**config.mk**
```make
export PLATFORM = sky130hd
export DESIGN_NAME = trng_rejector
export DESIGN_NICKNAME = d
export VERILOG_FILES = /design/src/rtl/trng_rejector.sv
export SDC_FILE = /design/constraint.sdc
export NUM_CORES = 1
export LEC_CHECK = 0
export ABC_AREA = 1
export CAP_MARGIN = 20
export CORE_MARGIN = 3
export CORE_UTILIZATION = 34
export CTS_BUF_LIST = sky130_fd_sc_hd__clkbuf_4
export DETAILED_ROUTE_END_ITERATION = 6
export SYNTH_ARGS = -nofsm -noshare
export SYNTH_HDL_FRONTEND = slang
export SYNTH_SLANG_ARGS = --single-unit
```
**constraint.sdc**
```tcl
create_clock -name i_clk -period 3.2 [get_ports i_clk]
set_clock_uncertainty 0.2 [all_clocks]
set_input_delay 0.64 -clock i_clk [delete_from_list [all_inputs] [get_ports i_clk]]
set_output_delay 0.64 -clock i_clk [all_outputs]
set_load 0.02 [all_outputs]
```
**src/rtl/trng_rejector.sv**
```systemverilog
// trng_rejector: fetches 256-bit samples from the trng block as eight 32-bit
// words (most significant word first), keeps only samples below the modulus P
// and presents accepted values on a valid/ready output. A staging register
// lets the next sample be fetched while the output waits on backpressure.
module trng_rejector #(
  parameter logic [255:0] P     = 256'hffffffff00000001000000000000000000000000ffffffffffffffffffffffff,
  parameter int unsigned  REJ_W = 16
) (
  input  logic             i_clk,
  input  logic             i_rst,
  input  logic             i_en,
  output logic             o_trng_en,
  input  logic             i_trng_rdy,
  output logic             o_trng_rd_en,
  output logic [2:0]       o_trng_addr,
  input  logic [31:0]      i_trng_out,
  output logic [255:0]     o_rnd_data,
  output logic             o_rnd_valid,
  input  logic             i_rnd_ready,
  output logic [REJ_W-1:0] o_reject_cnt,
  output logic             o_busy
);

  typedef enum logic [2:0] {
    S_IDLE    = 3'd0,
    S_REQ     = 3'd1,
    S_WAIT_LO = 3'd2,
    S_WAIT_HI = 3'd3,
    S_READ    = 3'd4,
    S_CHECK   = 3'd5,
    S_HOLD    = 3'd6
  } state_t;

  state_t             r_state;
  logic               r_trng_en;
  logic               r_rd_en;
  logic [2:0]         r_addr;
  logic [3:0]         r_cnt;       // READ cycle index 0..8
  logic [255:0]       r_stage;     // sample being assembled / waiting for the output slot
  logic               r_lt;        // sample proven smaller than P
  logic               r_decided;   // serial compare already resolved
  logic [255:0]       r_data;
  logic               r_valid;
  logic [REJ_W-1:0]   r_rej;
  logic               r_busy;

  logic [2:0]         w_idx;       // word index of the data arriving this READ cycle
  logic [31:0]        w_p_word;
  logic               w_slot_free;
  logic               w_load;

  // Data on i_trng_out in READ cycle n belongs to the strobe of cycle n-1 (word 8-n).
  assign w_idx       = 3'(4'd8 - r_cnt);
  assign w_p_word    = P[{w_idx, 5'd0} +: 32];
  // The output register can take a new value if empty or being drained right now.
  assign w_slot_free = !r_valid || i_rnd_ready;
  assign w_load      = w_slot_free &&
                       (((r_state == S_CHECK) && r_lt) || (r_state == S_HOLD));

  // Control FSM: request, wait for the trng run, read/compare words, accept or reject.
  always_ff @(posedge i_clk) begin
    if (i_rst) begin
      r_state   <= S_IDLE;
      r_trng_en <= 1'b0;
      r_rd_en   <= 1'b0;
      r_addr    <= 3'd0;
      r_cnt     <= 4'd0;
      r_stage   <= 256'd0;
      r_lt      <= 1'b0;
      r_decided <= 1'b0;
      r_rej     <= {REJ_W{1'b0}};
      r_busy    <= 1'b0;
    end else begin
      case (r_state)
        S_IDLE: begin
          // trng_rdy=1 also guards against a run left in flight across a reset.
          if (i_en && i_trng_rdy) begin
            r_state   <= S_REQ;
            r_trng_en <= 1'b1;
            r_busy    <= 1'b1;
          end
        end
        S_REQ: begin
          r_trng_en <= 1'b0;
          r_state   <= S_WAIT_LO;
        end
        S_WAIT_LO: begin
          if (!i_trng_rdy) begin
            r_state <= S_WAIT_HI;
          end
        end
        S_WAIT_HI: begin
          if (i_trng_rdy) begin
            r_state   <= S_READ;
            r_rd_en   <= 1'b1;
            r_addr    <= 3'd7;
            r_cnt     <= 4'd0;
            r_lt      <= 1'b0;
            r_decided <= 1'b0;
          end
        end
        S_READ: begin
          if (r_cnt != 4'd0) begin
            r_stage[{w_idx, 5'd0} +: 32] <= i_trng_out;
            if (!r_decided) begin
              if (i_trng_out < w_p_word) begin
                r_lt      <= 1'b1;
                r_decided <= 1'b1;
              end else if (i_trng_out > w_p_word) begin
                r_decided <= 1'b1;
              end
            end
          end
          if (r_cnt < 4'd7) begin
            r_addr <= r_addr - 3'd1;
          end else begin
            r_rd_en <= 1'b0;
            r_addr  <= 3'd0;
          end
          if (r_cnt == 4'd8) begin
            r_state <= S_CHECK;
          end else begin
            r_cnt <= r_cnt + 4'd1;
          end
        end
        S_CHECK: begin
          if (r_lt) begin
            if (w_slot_free) begin
              r_state <= S_IDLE;
              r_busy  <= 1'b0;
            end else begin
              r_state <= S_HOLD;
            end
          end else begin
            if (r_rej != {REJ_W{1'b1}}) begin
              r_rej <= r_rej + {{(REJ_W-1){1'b0}}, 1'b1};
            end
            r_state <= S_IDLE;
            r_busy  <= 1'b0;
          end
        end
        S_HOLD: begin
          if (w_slot_free) begin
            r_state <= S_IDLE;
            r_busy  <= 1'b0;
          end
        end
        default: begin
          r_state   <= S_IDLE;
          r_trng_en <= 1'b0;
          r_rd_en   <= 1'b0;
          r_addr    <= 3'd0;
          r_busy    <= 1'b0;
        end
      endcase
    end
  end

  // Output slot: load an accepted sample when free, otherwise drop valid after a handshake.
  always_ff @(posedge i_clk) begin
    if (i_rst) begin
      r_data  <= 256'd0;
      r_valid <= 1'b0;
    end else if (w_load) begin
      r_data  <= r_stage;
      r_valid <= 1'b1;
    end else if (r_valid && i_rnd_ready) begin
      r_valid <= 1'b0;
    end
  end

  assign o_trng_en    = r_trng_en;
  assign o_trng_rd_en = r_rd_en;
  assign o_trng_addr  = r_addr;
  assign o_rnd_data   = r_data;
  assign o_rnd_valid  = r_valid;
  assign o_reject_cnt = r_rej;
  assign o_busy       = r_busy;

endmodule
```
==> results of run 1 <==
[flip-flops by register name, indices dropped and copies added (netlist names)]
signal	count
o_busy	1
o_reject_cnt	16
o_rnd_data	256
o_rnd_valid	1
o_trng_addr	3
o_trng_en	1
o_trng_rd_en	1
r_cnt	4
r_decided	1
r_lt	1
r_stage	256
r_state	3
[power by group]
group | switching (mW) | total, mW | internal [mW]
sequential | 0.102 | 7.00 | 6.90
clock | 2.94 | 6.39 | 3.45
combinational | 1.08 | 1.64 | 0.559
[cell usage after synthesis, drive strengths merged]
cell type,count
clkbuf,105
and2,1
nor3,20
or2,2
xor2,4
a21oi,110
buf,69
o31ai,1
and3,1
nor3b,4
dfxtp,544
ha,11
nand4,11
nand2,95
a221oi,2
nor2,990
o22ai,1
a31oi,3
o21a,1
a211oi,3
o21ai,534
nand3,22
inv,102
a31o,1
[stage by stage]
| stage | hold WS [ps] | setup WS, ps |
|---|---|---|
| after floorplan | 229.7 | 457.8 |
| after global placement | 236.2 | 241.5 |
| after detailed placement | 240.3 | 172.3 |
| after CTS | 42.66 | 125.0 |
| after global routing | 131.1 | 59.52 |
| final | 195.6 | 219.9 |
[worst max path at each step]
stage | startpoint | endpoint | slack, ps | cells past startpoint
6_report | r_cnt[1] | r_stage[60] | 220 | 11
5_1_grt | r_cnt[1] | r_stage[161] | 60 | 11
4_1_cts | r_cnt[1] | r_stage[44] | 130 | 10
3_5_place_dp | r_cnt[1] | r_stage[172] | 170 | 11
3_3_place_gp | r_cnt[1] | r_stage[164] | 240 | 11
2_1_floorplan | r_cnt[0] | r_stage[100] | 460 | 11
[per-layer routing]
layer / up-vias / wire length, um / global-route usage [%]
met5: - / 0 / 0
met4: 0 / 2155 / 9.055
met3: 105 / 4895 / 5.325
met2: 653 / 30310 / 33.40
met1: 8791 / 31470 / 29.27
li1: 9340 / - / -
[repair_timing]
item	in CTS	in global routing
setup endpoints to repair	0	52
gates resized for setup	0	5
hold endpoints to repair	0	0
[cells by family (layout without fill, tap and decap cells)]
logic type | Yosys count | after routing | synth area share, %
compound gates | 656 | 656 | 16.54
fa+ha+maj | 11 | 11 | 0.6858
xor+xnor | 4 | 4 | 0.1745
flops | 544 | 544 | 54.26
buf+inv | 276 | 744 | 6.029
other cells | 0 | 2 | 0
simple gates | 1146 | 1146 | 22.31
[layout make-up]
cell class / instances / area, um2 / area share (%)
clock buffers: 205 / 1539 / 5.907
diodes: 2 / 5.005 / 0.01921
inverters: 102 / 400.4 / 1.537
well taps: 765 / 957.2 / 3.674
repair buffers: 387 / 3897 / 14.96
clock inverters: 50 / 372.9 / 1.431
flip-flops and latches: 544 / 10890 / 41.80
multi-input cells: 1817 / 7993 / 30.68
[critical path: stages, from the launching register on]
cell     delay, ps
dfxtp_1        420
inv_1          130
ha_1           240
ha_1           360
inv_2           70
ha_1           370
nand2_2        180
nor3_4         300
inv_1           70
buf_4          250
nor2_1         180
nor2_1          80
==> results.ini, run 1 <==
[status]
status=finished clean

[cts]
hold_buffers=0
cts_buffers=147
cts-htree-levels=4
clkTransAtPathRegs_ps=70
tritoncts=yes
cts_setup_buffers=0
clock_path_buffers=3
ctsRootBufferMaster=clkbuf_4
clkLatencyLatePin_ps=980
cts_sinks=544

[route]
drt_iter0_markers=1482
vias_per_cell=4.878
drc=0
drt-total-wl_um=68830
routedWlPerCell_um=17.78
antenna_left=0
num_vias=18889
first_pass_iters=6

[worst_hold_path]
hp-start=i_en
hp-class=input port to flop
hold_path_end=o_trng_en
holdPathStages=3

[timing]
fin_crit_sh_pct=93.13
period_needed_ps=2980
slew_headroom_pct=51.07
max_freq_ghz=0.3356
worstMarginPinSlew_ps=734.0
finalSetupTns_ps=0
setup_viol=0
hold_violations=0
final_max_slew_viol_count=0
rsz0062_at_grt=no

[global_route]
grt_max_degree=142
grt_pass1_wl_um=105900
grt_remaining_overflow=0
grtUsageTotal_pct=21.76
antenna_found_initial=3
grt_pass1_vias=18339

[synth]
postSynthCellCount=2637
syn_nets=2685
synth_area_leaders=dfxtp_1, nor2_1, o21ai_0, o21ai_1, a21oi_1
yosys_warnings=0
syn_avg_cell_area_um2=7.611
ys_ff_latch=544
syn_area_um2=20070
synth_cell_types=38
synth-seq-area-share_pct=54.26
synth_top_area_share_pct=54.26
synth_top_area_cell=dfxtp_1

[worst_setup_path]
criticalPathCategory=flop to flop
r2r_start=r_cnt[1]
crit_path_start_kind=flop
cp_data_arrival_time_ps=3640
r2r-end=r_stage[60]
required_ps=3860
r2r_slack_ps=220
endpoint_kind=flop
reg2reg_depth=11
path_max_fanout=32

[floorplanning]
rows=88
start_util_pct=34.59
dieArea_um2=61980
die_y_um=249.0
die_w_um=249.0
core_area_um2=58030
boundaryPins=316

[placement]
gp_congestion=0.8368
dp_hpwl_um=44850
placed_cell_area_um2=24130
dpl.cell_count=3615
portBuffers=315

[layout]
nFillCells=5785
syn_to_final_growth_pct=29.83
final_core_util_pct=44.90
drive_above_1_share_pct=10.50
instances_no_fill=3872
final_nets=3047
postLayoutCellArea_um2=26060
final_common_cell=nor2_1
mostFrequentLayoutCells=nor2_1, dfxtp_1, clkdlybuf4s50_1

[run]
maxCapViolCount=0

[pwr]
p_leak_nw=11.78
total_power_mw=15.04
p_per_area_nw_per_um2=577.2
ir_worst_vdd_v=0.0002617

Power figures use the tool's default switching activity.
==> run 2: changes to the inputs <==
CORE_MARGIN = 4   (was 3)
TNS_END_PERCENT = 20   (was unset)
==> run 2 against run 1 <==
- combinational power is essentially flat
- highest routed layer is now met5
- die area is 1.6% higher
- critical path depth did not move
- clock power shrank 5.8%
- hold slack worse by 38 ps
- total power is 2.4% lower
==> results.ini, run 2 (synthesis gave the netlist of run 1 again) <==
[cts]
cts_buffers=144
clock_path_buffers=3
cts_sinks=544
tritoncts=yes
clkTransAtPathRegs_ps=60
cts_setup_buffers=0
cts-htree-levels=4
clkLatencyLatePin_ps=960
ctsRootBufferMaster=clkbuf_4

[route]
drt-total-wl_um=69430
wl_met2_um=30430
wl_met1_um=31460
drt_iter0_markers=1398
drc=0
routed.top_layer=met5
wl_met3_um=4867
num_vias=18964
first_pass_iters=5
routedWlPerCell_um=18.00
antenna_left=0
vias_per_cell=4.918

[timing]
setup_ws_ps=254.9
max_freq_ghz=0.3395
fin_crit_sh_pct=92.03
slew_headroom_pct=41.07
setup_viol=0
whs_ps=157.7
hold_violations=0
period_needed_ps=2945
finalSetupTns_ps=0
worstMarginPinSlew_ps=884.0
final_max_slew_viol_count=0

[worst_setup_path]
reg2reg_depth=11
r2r-end=r_stage[43]
cpLargestDelayFamily=adder cells
crit_path_start_kind=flop
slowest_delay_ps=400
timing.critical_path.mode_cell=ha_1
cp_data_arrival_time_ps=3570
required_ps=3830
cp_num_buf_inv=4
crit_chain=inv_1, ha_1, ha_1, inv_2, ha_1, nand2_2, nor3_4, inv_1, buf_4, nor2_1, nor2_1
endpoint_kind=flop
path_max_fanout=32
r2r_start=r_cnt[1]
cp_slowest_cell=dfxtp_1
r2r_slack_ps=250
criticalPathCategory=flop to flop

[worst_hold_path]
hold_path_end=o_trng_en
holdPathStages=3
hp-class=input port to flop
hp-start=i_en

[placement]
dp_hpwl_um=45440
dpl.cell_count=3614
portBuffers=315
gp_congestion=0.8319
place_ws_ps=152.5

[layout]
multiInputGateArea_um2=7993
final_core_util_pct=44.62
mostFrequentLayoutCells=nor2_1, dfxtp_1, clkdlybuf4s50_1
syn_to_final_growth_pct=29.00
regArea_um2=10890
final_nets=3043
nFillCells=5759
final_common_cell=nor2_1
drive_above_1_share_pct=10.27
instances_no_fill=3856

[global_route]
antenna_found_initial=3
grtUsageTotal_pct=21.40
grt_remaining_overflow=0
grt_pass1_wl_um=105500
grt_pass1_vias=18080
grt_max_degree=90

[floorplanning]
start_util_pct=34.59
dieArea_um2=62980
core_area_um2=58030
die_w_um=251.0
rows=88
die_y_um=251.0
boundaryPins=316

[run]
maxCapViolCount=0

[status]
status=finished clean

[pwr]
p_per_area_nw_per_um2=566.8
p_leak_nw=11.70
ir_worst_vdd_v=0.0002669

## run 2: changes by cell type in the layout (fill, tap and decap cells not counted), sizes merged
cell      before  now
inv          105  109
clkinv        40   26
clkinvlp       1    2
bufinv         6    4
buf           72   71
diode          2    4
clkbuf       205  199
## run 2: what timing repair did
action                     4_1_cts  5_1_grt
gates resized for setup          0        8
hold buffers                     0        0
setup endpoints to repair        0      113
## run 2: tightest hold or removal path, cell delays in order
cell and delay [ps]:
clkdlybuf4s50_1 430, nand4_1 110, a21oi_1 60
## run 2: stage by stage
stage,cell area (um2),power [mW]
after floorplan,20070,8.092
after CTS,25860,14.87
final,25890,14.68
after global placement,24110,8.738
after global routing,25890,15.43
after detailed placement,24110,8.773
## run 2: worst max path at each step
stage                     startpoint      endpoint  depth (start not counted)
final                       r_cnt[1]   r_stage[43]                         11
after global routing        r_cnt[1]    r_stage[2]                         11
after CTS                   r_cnt[1]  r_stage[161]                         11
after detailed placement    r_cnt[1]  r_stage[161]                         11
after global placement      r_cnt[1]  r_stage[169]                         11
after floorplan             r_cnt[0]  r_stage[100]                         11
## run 2: report_power, final
group / switching (mW) / total [mW] / internal [mW]
sequential: 0.103 / 7.01 / 6.90
combinational: 1.09 / 1.64 / 0.559
clock: 2.85 / 6.02 / 3.18
## run 2: cell type report
type / count / area share, %
Clock inverter: 39 / 1.010
Inverter: 102 / 1.556
Timing Repair Buffer: 386 / 14.99
Clock buffer: 199 / 5.770
Sequential cell: 544 / 42.06
Multi-Input combinational cell: 1817 / 30.87
Antenna cell: 4 / 0.03866
Tap cell: 765 / 3.697
## run 2: layer usage
metal | global-route usage, % | vias to the layer above
li1 | - | 9332
met1 | 28.26 | 8889
met2 | 32.42 | 620
met3 | 6.352 | 121
met4 | 9.700 | 2
met5 | 0 | -
